<file path="src/rtl/isa_pkg.sv">
// Shared ISA definitions for the instruction encoder: the operation
// enumeration, the 6-bit opcode and funct constants, memory depth and
// word-building helpers.
package isa_pkg;

  localparam int unsigned IMEM_DEPTH = 256;
  localparam int unsigned ADDR_W     = 8;
  localparam int unsigned COUNT_W    = 9;

  // Operation codes as presented on in_op; 10-15 are illegal.
  typedef enum logic [3:0] {
    OP_ADD  = 4'd0,
    OP_SUB  = 4'd1,
    OP_AND  = 4'd2,
    OP_OR   = 4'd3,
    OP_SLT  = 4'd4,
    OP_LW   = 4'd5,
    OP_SW   = 4'd6,
    OP_BEQ  = 4'd7,
    OP_BNE  = 4'd8,
    OP_ADDI = 4'd9
  } op_e;

  // Primary opcode field values.
  localparam logic [5:0] OPC_RTYPE = 6'b000000;
  localparam logic [5:0] OPC_LW    = 6'b100011;
  localparam logic [5:0] OPC_SW    = 6'b101011;
  localparam logic [5:0] OPC_BEQ   = 6'b000100;
  localparam logic [5:0] OPC_BNE   = 6'b000101;
  localparam logic [5:0] OPC_ADDI  = 6'b001000;

  // R-type funct field values.
  localparam logic [5:0] FN_ADD = 6'b100000;
  localparam logic [5:0] FN_SUB = 6'b100010;
  localparam logic [5:0] FN_AND = 6'b100100;
  localparam logic [5:0] FN_OR  = 6'b100101;
  localparam logic [5:0] FN_SLT = 6'b101010;

  // Load sequencer states.
  typedef enum logic [1:0] {
    ST_IDLE = 2'd0,
    ST_LOAD = 2'd1,
    ST_FULL = 2'd2
  } enc_state_e;

  // R-type word: opcode 0, rs, rt, rd, shamt 0, funct.
  function automatic logic [31:0] rtype_word(input logic [4:0] rs,
                                             input logic [4:0] rt,
                                             input logic [4:0] rd,
                                             input logic [5:0] funct);
    return {OPC_RTYPE, rs, rt, rd, 5'd0, funct};
  endfunction

  // I-type word: opcode, rs, rt, 16-bit immediate.
  function automatic logic [31:0] itype_word(input logic [5:0]  opc,
                                             input logic [4:0]  rs,
                                             input logic [4:0]  rt,
                                             input logic [15:0] imm);
    return {opc, rs, rt, imm};
  endfunction

endpackage

</file>
<file path="src/rtl/instr_pack.sv">
// Combinational field-to-word mapping: turns an operation and its register
// and immediate fields into a 32-bit instruction word, and flags ops that
// have no encoding.
module instr_pack
  import isa_pkg::*;
(
  input  logic [3:0]  i_op,
  input  logic [4:0]  i_rs,
  input  logic [4:0]  i_rt,
  input  logic [4:0]  i_rd,
  input  logic [15:0] i_imm,
  output logic [31:0] o_word,
  output logic        o_legal
);

  // Select the word format and constant fields from the operation.
  always_comb begin
    o_word  = '0;
    o_legal = 1'b1;
    case (op_e'(i_op))
      OP_ADD:  o_word = rtype_word(i_rs, i_rt, i_rd, FN_ADD);
      OP_SUB:  o_word = rtype_word(i_rs, i_rt, i_rd, FN_SUB);
      OP_AND:  o_word = rtype_word(i_rs, i_rt, i_rd, FN_AND);
      OP_OR:   o_word = rtype_word(i_rs, i_rt, i_rd, FN_OR);
      OP_SLT:  o_word = rtype_word(i_rs, i_rt, i_rd, FN_SLT);
      OP_LW:   o_word = itype_word(OPC_LW,   i_rs, i_rt, i_imm);
      OP_SW:   o_word = itype_word(OPC_SW,   i_rs, i_rt, i_imm);
      OP_BEQ:  o_word = itype_word(OPC_BEQ,  i_rs, i_rt, i_imm);
      OP_BNE:  o_word = itype_word(OPC_BNE,  i_rs, i_rt, i_imm);
      OP_ADDI: o_word = itype_word(OPC_ADDI, i_rs, i_rt, i_imm);
      default: o_legal = 1'b0;
    endcase
  end

endmodule

</file>
<file path="src/rtl/instr_encoder.sv">
// Program-load sequencer: accepts instruction fields one per cycle while a
// load is open, encodes them and writes them to consecutive instruction
// memory words with a one-cycle registered write port. Tracks the number
// of words written, stops accepting once the memory is full, and keeps
// sticky flags for illegal operations and overflow attempts.
module instr_encoder
  import isa_pkg::*;
(
  input  logic        clk,
  input  logic        reset,
  input  logic        load_start,
  input  logic        in_valid,
  output logic        in_ready,
  input  logic [3:0]  in_op,
  input  logic [4:0]  in_rs,
  input  logic [4:0]  in_rt,
  input  logic [4:0]  in_rd,
  input  logic [15:0] in_imm,
  input  logic        in_last,
  output logic        imem_we,
  output logic [7:0]  imem_addr,
  output logic [31:0] imem_wdata,
  output logic        done,
  output logic        err_illegal,
  output logic        err_overflow,
  output logic [8:0]  count
);

  localparam logic [COUNT_W-1:0] LAST_SLOT = COUNT_W'(IMEM_DEPTH - 1);

  enc_state_e          r_state;
  logic                r_ready;
  logic                r_we;
  logic [ADDR_W-1:0]   r_addr;
  logic [31:0]         r_wdata;
  logic                r_done;
  logic                r_err_illegal;
  logic                r_err_overflow;
  logic [COUNT_W-1:0]  r_count;

  logic [31:0]         w_word;
  logic                w_legal;
  logic                w_accept;

  instr_pack u_pack (
    .i_op    (in_op),
    .i_rs    (in_rs),
    .i_rt    (in_rt),
    .i_rd    (in_rd),
    .i_imm   (in_imm),
    .o_word  (w_word),
    .o_legal (w_legal)
  );

  assign w_accept = in_valid && r_ready;

  // State, write-port register, word counter and sticky error flags.
  // in_ready is held as its own register and updated on every state change
  // so it always equals (state == LOAD) without a decode after the flop.
  always_ff @(posedge clk) begin
    if (reset) begin
      r_state        <= ST_IDLE;
      r_ready        <= 1'b0;
      r_we           <= 1'b0;
      r_addr         <= '0;
      r_wdata        <= '0;
      r_done         <= 1'b0;
      r_err_illegal  <= 1'b0;
      r_err_overflow <= 1'b0;
      r_count        <= '0;
    end else begin
      r_we   <= 1'b0;
      r_done <= 1'b0;
      if (load_start) begin
        // A new load wins over any transfer offered in the same cycle.
        r_state        <= ST_LOAD;
        r_ready        <= 1'b1;
        r_count        <= '0;
        r_addr         <= '0;
        r_err_illegal  <= 1'b0;
        r_err_overflow <= 1'b0;
      end else begin
        case (r_state)
          ST_LOAD: begin
            if (w_accept) begin
              if (w_legal) begin
                r_we    <= 1'b1;
                r_addr  <= r_count[ADDR_W-1:0];
                r_wdata <= w_word;
                r_count <= r_count + 1'b1;
              end else begin
                r_err_illegal <= 1'b1;
              end
              if (in_last) begin
                r_done  <= 1'b1;
                r_state <= ST_IDLE;
                r_ready <= 1'b0;
              end else if (w_legal && (r_count == LAST_SLOT)) begin
                r_state <= ST_FULL;
                r_ready <= 1'b0;
              end
            end
          end
          ST_FULL: begin
            if (in_valid) begin
              r_err_overflow <= 1'b1;
            end
          end
          default: begin
          end
        endcase
      end
    end
  end

  assign in_ready     = r_ready;
  assign imem_we      = r_we;
  assign imem_addr    = r_addr;
  assign imem_wdata   = r_wdata;
  assign done         = r_done;
  assign err_illegal  = r_err_illegal;
  assign err_overflow = r_err_overflow;
  assign count        = r_count;

endmodule

</file>
<file path="config.mk">
export PLATFORM = sky130hd
export DESIGN_NAME = instr_encoder
export DESIGN_NICKNAME = d
export VERILOG_FILES = /design/src/rtl/isa_pkg.sv /design/src/rtl/instr_pack.sv /design/src/rtl/instr_encoder.sv
export SDC_FILE = /design/constraint.sdc
export NUM_CORES = 1
export LEC_CHECK = 0
export ABC_AREA = 1
export BUFFER_PORTS_ARGS = -buffer_cell sky130_fd_sc_hd__buf_4
export CAP_MARGIN = 5
export CORE_ASPECT_RATIO = 0.75
export CORE_MARGIN = 5
export CORE_UTILIZATION = 44
export CTS_CLUSTER_SIZE = 14
export DETAILED_ROUTE_END_ITERATION = 7
export PLACE_DENSITY = 0.76
export SYNTH_ARGS = -nofsm -noshare
export SYNTH_HDL_FRONTEND = slang
export SYNTH_HIERARCHICAL = 1
export SYNTH_SLANG_ARGS = --single-unit
</file>
<file path="constraint.sdc">
create_clock -name clk -period 1.3 [get_ports clk]
set_input_delay 0.065 -clock clk [delete_from_list [all_inputs] [get_ports clk]]
set_output_delay 0.065 -clock clk [all_outputs]
set_load 0.03 [all_outputs]
</file>
==> metrics.md <==
| Metric | Value |
|---|---|
| Period utilisation layout | `1.07` |
| CTS tree | `built` |
| Final hold violation count | `0` |
| Synth-to-Final Area Change | `45.7%` |
| R2r endpoint | `r_state[1]` |
| Asr flop ratio synth | `0` |
| IO Pins | `94` |
| DRT antenna net count | `0` |
| DRC | `0` |
| Top FF cell, synth | `dfxtp_1` |
| Nets | `509` |
| Max-cap violation count | `0` |
| CP startpoint kind | `flop` |
| Util after Layout | `0.661` |
| Worst skew pair latency | `300 ps` |
| Root buf cell | `clkbuf_8` |
| Initial antenna violation count | `0` |
| Cell area after synthesis | `0.00243 sq mm` |
| Clock Sinks | `55` |
| Initial Util | `0.454` |
| CP Class | `flop to flop` |
| Commonest non-fill, non-tap cell in the layout | `nor2_1` |
| FILL cells | `472` |
| Core Region | `0.00535 sq mm` |
| Final clock skew | `9.82 ps` |
| Worst min path class | `input port to flop` |
| Reg clk slew, reported paths | `100 ps` |
| Via/cell ratio | `4.58` |
| Reg2reg path depth | `8` |
| Outcome | `complete, but fails checks` |
| Cell Area, Placed | `0.00333 sq mm` |
| DP HPWL | `4.72 mm` |
| WL/cell | `11.6 um` |
| Power density cells | `923 mW/mm^2` |
| Total chip power | `3.26 mW` |
| GRT met1 Usage | `0.248` |
| GRT Residual Overflow | `0` |
| Drt initial violations | `121` |
| Register area | `0.00112 sq mm` |
| Crit Path Max Fanout | `2` |
| Syn. warnings | `6` |
| Synthesized area per cell | `6.75 sq um` |
| GRT busiest layer | `met2` |
| Bufs on Longest Clock Path | `2` |
| Slew Viols, Final | `0` |
| Die footprint | `0.00712 sq mm` |
| Most frequent cells in the layout | `nor2_1 (111), buf_4 (107), nand2_1 (71)` |
| Fmax | `720 MHz` |
| PnR worst setup slack | `-88.4 ps` |
| Vias in the first global route | `2243` |
| FP Rows | `23` |
| Failing checks | `negative setup slack` |
| Fin Hold WS | `36.9 ps` |
| Pre-CTS WS | `-70.5 ps` |
| M3 GR Usage | `0.0526` |
| #FFs+latches synth | `55` |
| Largest net degree at the start of global routing | `33` |
| Gr usage total | `0.176` |
| Hold path depth | `3` |
| Fraction of layout cells with a size suffix above 1 | `0.310` |
| VDD IR-drop max | `418 uV` |
| Design Area, Final | `0.00354 sq mm` |
| Min cycle time layout | `1390 ps` |
| Die Y-Extent | `74.3 um` |
| Hold Crit Endpoint | `err_overflow` |
| Synth Instances | `360` |
| Count of final setup violators | `2` |
| Synth area leader | `dfxtp_1` |
| DR pass1 iterations | `4` |
| RSZ-0062 raised after global routing | `yes` |
| IO Port Bufs | `93` |
| Area of the multi-input gates | `0.00116 sq mm` |
| Part of the Yosys area used for sequential elements | `0.453` |
| Number of flops mapped to enable cells by yosys | `0` |
| DIE WIDTH | `95.8 um` |
| Worst r2r src | `count[0]` |
| Vias after detailed routing | `2485` |
| Top area cells in the synthesized netlist | `dfxtp_1 (45%), nor2_1 (17%), nand2_1 (11%), o21ai_0 (5.4%), inv_1 (4.3%)` |
| Final GP Congestion | `0.856` |
| Synth top area share | `0.453` |
| Syn nets | `402` |
| R2r setup slk | `-90 ps` |
| Global-route wire length before repair | `10.1 mm` |
| Post-Route WL | `6.32 mm` |
| Pleak | `1.71 nW` |
| Min-delay src | `in_valid` |
| CTS buffer count | `5` |
| Diodes inserted | `0` |
| CTS HTree Levels | `2` |
| GR Util met2 | `0.271` |
| Required @ worst endpoint | `1520 ps` |
| Worst setup EP type | `flop` |
| CP arrival | `1610 ps` |
| Distinct cells, synth | `23` |
power by group:
group | total (mW) | switching (mW) | internal [mW]
clock network | 1.12 | 0.545 | 0.575
logic | 0.428 | 0.237 | 0.191
registers | 1.72 | 0.0143 | 1.70
area by class of cell:
class | instances | area share
Clock buffer | 6 | 0.0205
Timing Repair Buffer | 115 | 0.266
Sequential cell | 55 | 0.316
Inverter | 31 | 0.0336
Multi-Input combinational cell | 259 | 0.327
Clock inverter | 2 | 0.0106
Tap cell | 75 | 0.0265
metrics by stage:
step | setup TNS [ps] | cells
final | -169 | 543
after global routing | -1250 | 543
after CTS | -116 | 542
after detailed placement | -290 | 531
after global placement | 0 | 531
after floorplan | -181 | 360
worst max-delay path, cell delays in order, from the launching register on:
cell,delay (ps)
dfxtp_4,370
ha_4,140
nand2_4,60
nor2_4,80
nand2_1,50
nor2_1,110
ha_2,200
nand2_2,60
o31ai_2,240
registers in the layout, indices dropped and copies added (netlist names):
| signal | cells |
|---|---|
| r_state | 2 |
| err_overflow | 1 |
| imem_addr | 8 |
| imem_we | 1 |
| done | 1 |
| count | 9 |
| imem_wdata | 32 |
| err_illegal | 1 |
logic make-up after synthesis:
group	after synthesis	share of synthesized area
and+or+nand+nor	198	0.320
AOI/OAI and AO/OA	58	0.123
other	1	0.00154
adders and majority gates	2	0.0103
buffers and inverters	46	0.0912
DFF	55	0.453
what timing repair did:
item                                    4_1_cts  5_1_grt
gates cloned                                  0        1
hold endpoints to repair                      2        0
hold buffers                                  2        0
setup buffers                                 1        0
resized for setup                             1       20
pin swaps                                     1        3
endpoints found under the setup margin        6       37
synth_stat cells, types with 4 or more instances:
| cell type | n |
|---|---|
| buf_6 | 4 |
| inv_1 | 28 |
| a21oi_1 | 12 |
| o21ai_1 | 17 |
| nor2_1 | 113 |
| nand2_1 | 73 |
| buf_2 | 5 |
| dfxtp_1 | 55 |
| o21ai_0 | 26 |
| nand3_1 | 4 |
how the worst max path moves through the flow:
stage	from	endpoint	slack (ps)	cells after the start
after floorplan	count[0]	r_state[0]	-100	11
after global placement	count[0]	r_state[0]	3	11
after detailed placement	count[0]	r_state[1]	-70	8
after CTS	count[0]	r_state[1]	-70	8
after global routing	count[0]	r_state[0]	-190	11
final	count[0]	r_state[1]	-90	8
metal layers:
metal | share of wire | vias to the layer above
met2 | 0.44 | 75
li1 | - | 1330
met3 | 0.077 | 0
met5 | 0 | -
met1 | 0.48 | 1080
met4 | 0 | 0
No activity file was read; power rests on OpenSTA's default activity.
